## src/rtl/btn_cond_pkg.sv

```systemverilog
// Shared types and defaults for the pushbutton / mode-switch conditioning stage.
package btn_cond_pkg;

    typedef enum logic [1:0] {
        RELEASED    = 2'd0,
        PRESS_CHK   = 2'd1,
        PRESSED     = 2'd2,
        RELEASE_CHK = 2'd3
    } btn_state_t;

    localparam int CLK_HZ                  = 50_000_000;
    localparam int DEFAULT_SYNC_STAGES     = 2;
    localparam int DEFAULT_DEBOUNCE_CYCLES = CLK_HZ / 50;
    localparam int DEFAULT_HOLD_CYCLES     = CLK_HZ;

    // One spare bit so the hold counter can saturate at HOLD_CYCLES without wrapping.
    function automatic int counterWidth(input int a, input int b);
        return $clog2((a > b) ? a : b) + 1;
    endfunction

endpackage

```

## src/rtl/debounce_channel.sv

```systemverilog
// One conditioned input: synchroniser, debounce FSM, and press/release/hold pulse generation.
module debounce_channel
    import btn_cond_pkg::*;
#(
    parameter int SYNC_STAGES     = DEFAULT_SYNC_STAGES,
    parameter int DEBOUNCE_CYCLES = DEFAULT_DEBOUNCE_CYCLES,
    parameter int HOLD_CYCLES     = DEFAULT_HOLD_CYCLES
) (
    input  logic cin,
    input  logic rst,
    input  logic raw,
    input  logic active_low,
    output logic level,
    output logic press,
    output logic rel,
    output logic hold
);

    localparam int CW = counterWidth(DEBOUNCE_CYCLES, HOLD_CYCLES);
    localparam logic [CW-1:0] DEB_LAST  = CW'(DEBOUNCE_CYCLES - 1);
    localparam logic [CW-1:0] HOLD_LAST = CW'(HOLD_CYCLES - 1);
    localparam logic [CW-1:0] HOLD_DONE = CW'(HOLD_CYCLES);

    logic [SYNC_STAGES-1:0] r_sync;
    btn_state_t             r_state;
    logic [CW-1:0]          r_cnt;
    logic [CW-1:0]          r_holdCnt;
    logic                   r_press;
    logic                   r_rel;
    logic                   r_hold;
    logic                   w_in;
    logic                   w_act;

    // Polarity is corrected before the synchroniser so reset loads the inactive value as 0.
    assign w_in  = raw ^ active_low;
    assign w_act = r_sync[SYNC_STAGES-1];

    always_ff @(posedge cin or posedge rst) begin
        if (rst) begin
            r_sync    <= '0;
            r_state   <= RELEASED;
            r_cnt     <= '0;
            r_holdCnt <= '0;
            r_press   <= 1'b0;
            r_rel     <= 1'b0;
            r_hold    <= 1'b0;
        end else begin
            r_sync  <= {r_sync[SYNC_STAGES-2:0], w_in};
            r_press <= 1'b0;
            r_rel   <= 1'b0;
            r_hold  <= 1'b0;
            case (r_state)
                RELEASED: begin
                    if (w_act) begin
                        r_state <= PRESS_CHK;
                        r_cnt   <= '0;
                    end
                end
                PRESS_CHK: begin
                    if (!w_act) begin
                        r_state <= RELEASED;
                    end else if (r_cnt == DEB_LAST) begin
                        r_state   <= PRESSED;
                        r_press   <= 1'b1;
                        r_holdCnt <= '0;
                    end else begin
                        r_cnt <= r_cnt + CW'(1);
                    end
                end
                // Hold keeps counting on the edge that leaves for RELEASE_CHK; it freezes there.
                PRESSED: begin
                    if (!w_act) begin
                        r_state <= RELEASE_CHK;
                        r_cnt   <= '0;
                    end
                    if (r_holdCnt < HOLD_DONE) begin
                        r_holdCnt <= r_holdCnt + CW'(1);
                        if (r_holdCnt == HOLD_LAST) begin
                            r_hold <= 1'b1;
                        end
                    end
                end
                RELEASE_CHK: begin
                    if (w_act) begin
                        r_state <= PRESSED;
                    end else if (r_cnt == DEB_LAST) begin
                        r_state <= RELEASED;
                        r_rel   <= 1'b1;
                    end else begin
                        r_cnt <= r_cnt + CW'(1);
                    end
                end
                default: r_state <= RELEASED;
            endcase
        end
    end

    assign level = (r_state == PRESSED) || (r_state == RELEASE_CHK);
    assign press = r_press;
    assign rel   = r_rel;
    assign hold  = r_hold;

endmodule

```

## src/rtl/button_conditioner.sv

```systemverilog
// Conditions the KEY pushbuttons and mode switch into clean levels and single-cycle events
// for the shot-clock countdown block, plus a ready flag for latching the initial mode.
module button_conditioner
    import btn_cond_pkg::*;
#(
    parameter int N_BTN           = 2,
    parameter int SYNC_STAGES     = DEFAULT_SYNC_STAGES,
    parameter int DEBOUNCE_CYCLES = DEFAULT_DEBOUNCE_CYCLES,
    parameter int HOLD_CYCLES     = DEFAULT_HOLD_CYCLES,
    parameter int BTN_ACTIVE_LOW  = 1
) (
    input  logic             cin,
    input  logic             rst,
    input  logic [N_BTN-1:0] btn_raw,
    input  logic             sw_raw,
    output logic [N_BTN-1:0] btn_level,
    output logic [N_BTN-1:0] btn_press,
    output logic [N_BTN-1:0] btn_release,
    output logic [N_BTN-1:0] btn_hold,
    output logic             sw_level,
    output logic             ready
);

    localparam int READY_EDGES = SYNC_STAGES + DEBOUNCE_CYCLES + 1;
    localparam int RW          = $clog2(READY_EDGES) + 1;
    localparam logic [RW-1:0] READY_LAST = RW'(READY_EDGES - 1);
    localparam logic BTN_POL = (BTN_ACTIVE_LOW != 0);

    logic [RW-1:0] r_readyCnt;
    logic          r_ready;
    logic [2:0]    w_swUnused;

    genvar g;
    generate
        for (g = 0; g < N_BTN; g++) begin : gen_btn
            debounce_channel #(
                .SYNC_STAGES    (SYNC_STAGES),
                .DEBOUNCE_CYCLES(DEBOUNCE_CYCLES),
                .HOLD_CYCLES    (HOLD_CYCLES)
            ) u_btn (
                .cin       (cin),
                .rst       (rst),
                .raw       (btn_raw[g]),
                .active_low(BTN_POL),
                .level     (btn_level[g]),
                .press     (btn_press[g]),
                .rel       (btn_release[g]),
                .hold      (btn_hold[g])
            );
        end
    endgenerate

    // The switch reuses the button channel; only its debounced level is consumed.
    debounce_channel #(
        .SYNC_STAGES    (SYNC_STAGES),
        .DEBOUNCE_CYCLES(DEBOUNCE_CYCLES),
        .HOLD_CYCLES    (HOLD_CYCLES)
    ) u_sw (
        .cin       (cin),
        .rst       (rst),
        .raw       (sw_raw),
        .active_low(1'b0),
        .level     (sw_level),
        .press     (w_swUnused[0]),
        .rel       (w_swUnused[1]),
        .hold      (w_swUnused[2])
    );

    // Rises on the same edge a switch held through reset would be accepted, then sticks.
    always_ff @(posedge cin or posedge rst) begin
        if (rst) begin
            r_readyCnt <= '0;
            r_ready    <= 1'b0;
        end else if (!r_ready) begin
            if (r_readyCnt == READY_LAST) begin
                r_ready <= 1'b1;
            end else begin
                r_readyCnt <= r_readyCnt + RW'(1);
            end
        end
    end

    assign ready = r_ready;

endmodule

```

## config.mk

```make
export PLATFORM = sky130hd
export DESIGN_NAME = button_conditioner
export DESIGN_NICKNAME = d
export VERILOG_FILES = /design/src/rtl/btn_cond_pkg.sv /design/src/rtl/debounce_channel.sv /design/src/rtl/button_conditioner.sv
export SDC_FILE = /design/constraint.sdc
export NUM_CORES = 1
export LEC_CHECK = 0
export ABC_AREA = 1
export BUFFER_PORTS_ARGS = -buffer_cell sky130_fd_sc_hd__buf_2
export CAP_MARGIN = 20
export CORE_MARGIN = 4
export CORE_UTILIZATION = 40
export CTS_CLUSTER_DIAMETER = 120
export DETAILED_ROUTE_END_ITERATION = 16
export PLACE_DENSITY = 0.66
export RECOVER_POWER = 25
export SETUP_SLACK_MARGIN = 0.05
export SLEW_MARGIN = 15
export SYNTH_ARGS = -nofsm -noshare
export SYNTH_HDL_FRONTEND = slang
export SYNTH_SLANG_ARGS = --single-unit
```

## constraint.sdc

```tcl
create_clock -name cin -period 5.75 [get_ports cin]
set_input_delay 0.2875 -clock cin [delete_from_list [all_inputs] [get_ports cin]]
set_output_delay 0.2875 -clock cin [all_outputs]
set_load 0.02 [all_outputs]
```

==> results of run 1 <==
==> layout make-up <==
| type | count | share of cell area, % |
|---|---|---|
| inverters | 157 | 4.958 |
| repair buffers | 23 | 1.170 |
| clock inverters | 12 | 0.9212 |
| multi-input cells | 1304 | 49.20 |
| well taps | 378 | 3.913 |
| flip-flops and latches | 175 | 36.23 |
| clock buffers | 20 | 3.612 |
==> stage by stage <==
step | power [uW] | setup WS [ns]
floorplan | 1332 | 0.7173
global placement | 1348 | 3.343
detailed placement | 1350 | 3.225
CTS | 2472 | 3.217
global route | 2539 | 2.933
finish | 2429 | 3.234
==> sequential cells by signal, indices dropped and copies added (netlist names), 4 cells and up, named ones only <==
name / cells
gen_btn.u_btn.r_sync: 4
r_readyCnt: 21
u_sw.r_cnt: 27
gen_btn.u_btn.r_cnt: 54
gen_btn.u_btn.r_holdCnt: 54
==> metal layers <==
layer / up-vias / GRT usage (%) / part of all wire [%]
met5: - / 0 / 0
met4: 0 / 4.288 / 1.4
met3: 26 / 2.970 / 3.4
met2: 162 / 27.56 / 46
met1: 4589 / 22.78 / 50
li1: 5270 / - / -
==> report_power, final <==
part | leakage [uW] | internal [uW] | switching [uW] | total, uW
sequential | 0.00240 | 1240 | 16.8 | 1260
clock | 0.000261 | 599 | 505 | 1100
combinational | 0.00263 | 14.9 | 52.2 | 67.1
total | 0.00530 | 1860 | 574 | 2430
==> cell families after synthesis <==
family,after synthesis,synth area share [%]
AND/OR/NAND/NOR,1114,41.16
buffers and inverters,206,7.923
flip-flops,175,39.06
AO/OA/AOI/OAI,103,4.832
XOR/XNOR,80,6.249
adder cells (fa/ha/maj),7,0.7811
==> layout by cell type (no fill, tap or decap), types with 3 or more instances in the layout <==
cell           Yosys  routed
nand2_2            4       4
dlygate4sd3_1      0       3
a21oi_1            4       4
inv_6              0       3
clkbuf_16          0      17
clkinv_2           0       3
nor3_1            28      28
o22ai_1            3       3
nand2_1          595     595
buf_2             14      13
inv_1            149     148
nor3b_1            3       3
xor2_1            61      61
nor2_2             3       4
nand4_1           21      21
nor4_1             3       3
nand3_2            6       6
o21ai_0           79      79
clkbuf_1          12       4
inv_2              6       6
clkinvlp_4         0       3
buf_4             19       5
o21ai_1           10      10
nor2_1           278     277
xnor2_1           19      19
ha_1               7       7
nand3_1          163     163
nand3b_1           3       3
dfrtp_1          175     175
==> worst paths after layout <==
kind | startpoint | slack (ns) | depth (start not counted) | to
max in group asynchronous | rst | 4.46 | 3 | gen_btn[0].u_btn.r_cnt[19]
hold reg to reg | gen_btn[0].u_btn.r_sync[0] | 0.36 | 0 | gen_btn[0].u_btn.r_sync[1]
hold / removal | rst | 0.04 | 2 | gen_btn[1].u_btn.r_holdCnt[2]
setup / recovery | gen_btn[0].u_btn.r_cnt[0] | 3.23 | 9 | gen_btn[0].u_btn.r_holdCnt[6]
setup reg to reg | gen_btn[0].u_btn.r_cnt[0] | 3.23 | 9 | gen_btn[0].u_btn.r_holdCnt[6]
min in group cin | gen_btn[0].u_btn.r_sync[0] | 0.36 | 0 | gen_btn[0].u_btn.r_sync[1]
==> synthesized netlist by cell type (all sizes together) <==
master | instances | share of area [%]
a211oi | 2 | 0.18
a21boi | 1 | 0.067
a21oi | 4 | 0.18
a31oi | 1 | 0.056
and2 | 1 | 0.056
buf | 36 | 2.2
clkbuf | 13 | 0.45
clkinv | 1 | 0.033
dfrtp | 175 | 39
ha | 7 | 0.78
inv | 156 | 5.2
nand2 | 599 | 20
nand3 | 170 | 8.0
nand3b | 3 | 0.20
nand4 | 22 | 1.4
nor2 | 282 | 9.6
nor3 | 30 | 1.4
nor3b | 3 | 0.20
nor4 | 3 | 0.17
o21ai | 90 | 4.1
o21bai | 2 | 0.13
o22ai | 3 | 0.17
or2 | 1 | 0.056
xnor2 | 19 | 1.5
xor2 | 61 | 4.8
==> impl_metrics.yaml, run 1 <==
clock_network:
  cts_buffers: 17
  post_cts_buffers: 0
  cts_max_path_buffers: 2
  cts.sinks: 175
  cts_root_buffer: "clkbuf_16"
  htree_levels: 4
  cts_tree: "built"
  ctsResizeCount: 0
  clkTransAtPathRegs_ns: 0.07
  cts_hold_buf: 3
  insertion_delay_ns: 0.44
global_routing:
  grt_pass1_wl_mm: 43.90
  grt_max_degree: 120
  overflow: 0
  antenna_found_initial: 0
  grt_usage_pct: 16.66
  grt_pass1_vias: 9423
logic_synthesis:
  synth_nets: 1697
  ys_seq_area_share_pct: 39.06
  netlist_instances: 1685
  syn-cell-area_mm2: 0.01121
  postSynthAreaPerCell_um2: 6.654
  ys_types: 40
  ys_warn_count: 0
  synth-seq-cells: 175
floorplan:
  row_count: 61
  die_x_um: 175.4
  core-area_mm2: 0.02771
  die_area_mm2: 0.03077
  io-pin-count: 15
  initial_utilization_pct: 40.47
  die_h_um: 175.4
cells_and_area:
  antenna_cells: 0
  drive_above_1_share_pct: 4.613
  fin_util_pct: 43.63
  nFillCells: 2838
  finalNetCount: 1690
  multi_input_area_mm2: 0.005947
  final-instance-count-excl-fill: 2069
  area_delta_synth_final_pct: 7.811
  regArea_mm2: 0.004379
  stdcell_area_mm2: 0.01209
critical_path:
  cp_slowest_cell: "nand2_2"
  max_stage_delay_ns: 0.62
  cp-start-kind: "register"
  cp-end-kind: "register"
  crit_family: "simple AND/OR/NAND/NOR gates"
  required_ns: 6.13
  crit_type: "register to register"
  critPathMaxFanout: 29
  cp_data_arrival_time_ns: 2.90
  path_buf_inv: 1
  cp_cell_sequence: "ha_1 -> nand3_2 -> inv_2 -> nand3_1 -> nor2_4 -> nand3_2 -> nand2_2 -> nand2_1 -> nand2_1"
timing:
  timing.final.hold_violations: 0
  period_share_pct: 43.76
  fin_hold_ws_ns: 0.04205
  post-route-min-period_ns: 2.516
  setup_viol: 0
  clock.fmax_ghz: 0.3974
  finalClockSkew_ns: 0.01082
  tightest_slew_ns: 0.8137
  slew_violations: 0
  fin_tns_setup_ns: 0
  slew_headroom_pct: 45.76
  rsz0062_at_grt: "false"
placement:
  place_inst: 2033
  numPortBuffers: 14
  dp_hpwl_mm: 17.36
  place.gp.congestion: 0.8839
  placed_area_mm2: 0.01151
power_and_ir_drop:
  vdd_ir_drop_max_uv: 202.9
  power_leakage_uw: 0.005300
  power_density_mw_per_mm2: 200.9
route:
  wl_per_cell_um: 11.87
  antenna_left: 0
  drt-total-wl_mm: 24.56
  first_pass_iters: 5
  drtIter0Drc: 635
  vias: 10047
  vias_per_cell: 4.856
  drc: 0
outcome:
  status: "complete, no violations"
hold_path:
  hold_path_class: "input port to async pin"
flow_run:
  maxCapViolCount: 0
(Power assumes the default switching activity.)
==> inputs of run 2 (changes only) <==
--- a/config.mk
+++ b/config.mk
@@ -12,7 +12,7 @@
 export CORE_UTILIZATION = 40
 export CTS_CLUSTER_DIAMETER = 120
 export DETAILED_ROUTE_END_ITERATION = 16
-export PLACE_DENSITY = 0.66
+export PLACE_DENSITY = 0.68
 export RECOVER_POWER = 25
 export SETUP_SLACK_MARGIN = 0.05
 export SLEW_MARGIN = 15
==> constraint.sdc (replaced) <==
create_clock -name cin -period 2.1 [get_ports cin]
set_input_delay 0.105 -clock cin [delete_from_list [all_inputs] [get_ports cin]]
set_output_delay 0.105 -clock cin [all_outputs]
set_load 0.02 [all_outputs]
==> run 2 against run 1 <==
Against the previous run: sequential power increased to 2.7 times the previous value; power increased to 2.8 times the previous value; design area increased by 2.6%; utilization increased by 1.2 points; clock skew increased by 0.0010 ns; cell count increased by 1.5%; sequential cell count unchanged; non-clock buffer count increased by 31; hold slack improved by 0.16 ns; worst setup slack got worse by 3.0 ns; critical path type unchanged; largest cell class unchanged; largest power group unchanged.
==> impl_metrics.yaml, run 2 (synthesis gave the netlist of run 1 again) <==
timing:
  slew_violations: 0
  finalClockSkew_ns: 0.01184
  slew_headroom_pct: 34.37
  rsz0062_at_grt: "false"
  clock.fmax_ghz: 0.5240
  post-route-min-period_ns: 1.908
  tightest_slew_ns: 0.9845
  setup_ws_ns: 0.1916
  setup_viol: 0
  fin_tns_setup_ns: 0
  period_share_pct: 90.88
  timing.final.hold_violations: 0
critical_path:
  critPathMaxFanout: 14
  cp_data_arrival_time_ns: 2.25
  required_ns: 2.44
  max_stage_delay_ns: 0.43
  cp-start-kind: "register"
  cp_cell_sequence: "ha_1 -> nand3_2 -> inv_2 -> nand3_1 -> nor2_4 -> nor2_2 -> nand2_2 -> buf_4 -> o21ai_0"
  crit_type: "register to register"
  cp_slowest_cell: "dfrtp_1"
  cp-end-kind: "register"
route:
  drtIter0Drc: 715
  antenna_left: 0
  vias_per_cell: 4.920
  drc: 0
  wl_per_cell_um: 12.22
  vias: 10333
  drt-total-wl_mm: 25.67
  first_pass_iters: 7
global_routing:
  grt_max_degree: 73
  grt_usage_pct: 17.39
  overflow: 0
  grt_pass1_wl_mm: 46.04
  antenna_found_initial: 0
  grt_pass1_vias: 9934
hold_path:
  hold_path_class: "input port to async pin"
power_and_ir_drop:
  power_density_mw_per_mm2: 555.2
  power_leakage_uw: 0.005483
  vdd_ir_drop_max_uv: 495.9
cells_and_area:
  stdcell_area_mm2: 0.01241
  antenna_cells: 0
  nFillCells: 2842
  mostFrequentLayoutCell: "nand2_1"
  regArea_mm2: 0.004379
  fin_util_pct: 44.78
  finalNetCount: 1721
  layout_common_cells: "nand2_1 (594), nor2_1 (275), dfrtp_1 (175)"
  final-instance-count-excl-fill: 2100
  multi_input_area_mm2: 0.005962
  area_delta_synth_final_pct: 10.66
  reg.largest.list: "gen_btn.u_btn.r_cnt: 54 flops, gen_btn.u_btn.r_holdCnt: 54 flops, u_sw.r_cnt: 27 flops"
  drive_above_1_share_pct: 6.620
clock_network:
  cts_tree: "built"
  cts_root_buffer: "clkbuf_16"
  cts_max_path_buffers: 2
  htree_levels: 4
  clkTransAtPathRegs_ns: 0.06
  cts.sinks: 175
  insertion_delay_ns: 0.44
  cts_buffers: 17
outcome:
  status: "complete, no violations"
placement:
  placed_area_mm2: 0.01178
  numPortBuffers: 14
  place_inst: 2063
  place_ws_ns: 0.01855
  place.gp.congestion: 0.9478
  dp_hpwl_mm: 18.61
flow_run:
  maxCapViolCount: 0
floorplan:
  row_count: 61
  die_area_mm2: 0.03077
  die_x_um: 175.4
  die_h_um: 175.4
  initial_utilization_pct: 40.47
  core-area_mm2: 0.02771
  io-pin-count: 15
==> run 2: metal layers <==
layer  track usage, %  up-vias  share of wire, %
li1                 -     5337                 -
met1            23.87     4774                49
met2            28.95      182                46
met3            2.712       40               3.4
met4            4.451        0               1.4
met5                0        -                 0
==> run 2: cell type report <==
cell class	instances	area share, %
timing repair buffer	54	3.298
clock buffer	20	3.681
sequential	175	35.30
inverter	157	4.780
tap	378	3.812
multi-input combinational	1304	48.05
clock inverter	12	1.079
==> run 2: critical path, delay by kind of cell (launching register included) <==
| family | cells | cell delay [ns] |
|---|---|---|
| adder cells (fa/ha/maj) | 1 | 0.26 |
| AO/OA/AOI/OAI | 1 | 0.18 |
| AND/OR/NAND/NOR | 5 | 0.69 |
| flip-flops | 1 | 0.43 |
| buffers and inverters | 2 | 0.27 |
==> run 2: timing repair <==
action                                 in CTS  in global routing
hold buffers                                4                  0
gates cloned                                0                  0
pin swaps                                   0                  1
buffers inserted                            0                  1
endpoints found under the hold margin     146                  0
resized for setup                           1                  5
setup endpoints to repair                   7                 57
==> run 2: metrics by stage <==
stage                     hold slack [ns]  total power [uW]
after floorplan                    0.1364              3649
after global placement            0.06702              3728
after detailed placement          0.06836              3734
after CTS                          0.1652              6987
after global routing               0.2188              7175
final                              0.1986              6889
==> run 2: worst paths after layout <==
| path | startpoint | endpoint | slack [ns] | cells past startpoint |
|---|---|---|---|---|
| min in group cin | sw_raw | u_sw.r_sync[0] | 0.32 | 2 |
| max in group asynchronous | rst | r_readyCnt[13] | 0.59 | 4 |
| worst min-delay path | rst | gen_btn[1].u_btn.r_holdCnt[0] | 0.20 | 3 |
| worst max-delay path | gen_btn[0].u_btn.r_cnt[0] | gen_btn[0].u_btn.r_cnt[11] | 0.19 | 9 |
| worst max register to register | gen_btn[0].u_btn.r_cnt[0] | gen_btn[0].u_btn.r_cnt[11] | 0.19 | 9 |
| worst min register to register | gen_btn[0].u_btn.r_sync[0] | gen_btn[0].u_btn.r_sync[1] | 0.35 | 0 |
==> run 2: report_power, final <==
group	internal [uW]	switching [uW]
Clock	1830	1400
Sequential	3400	32.7
Combinational	63.5	169
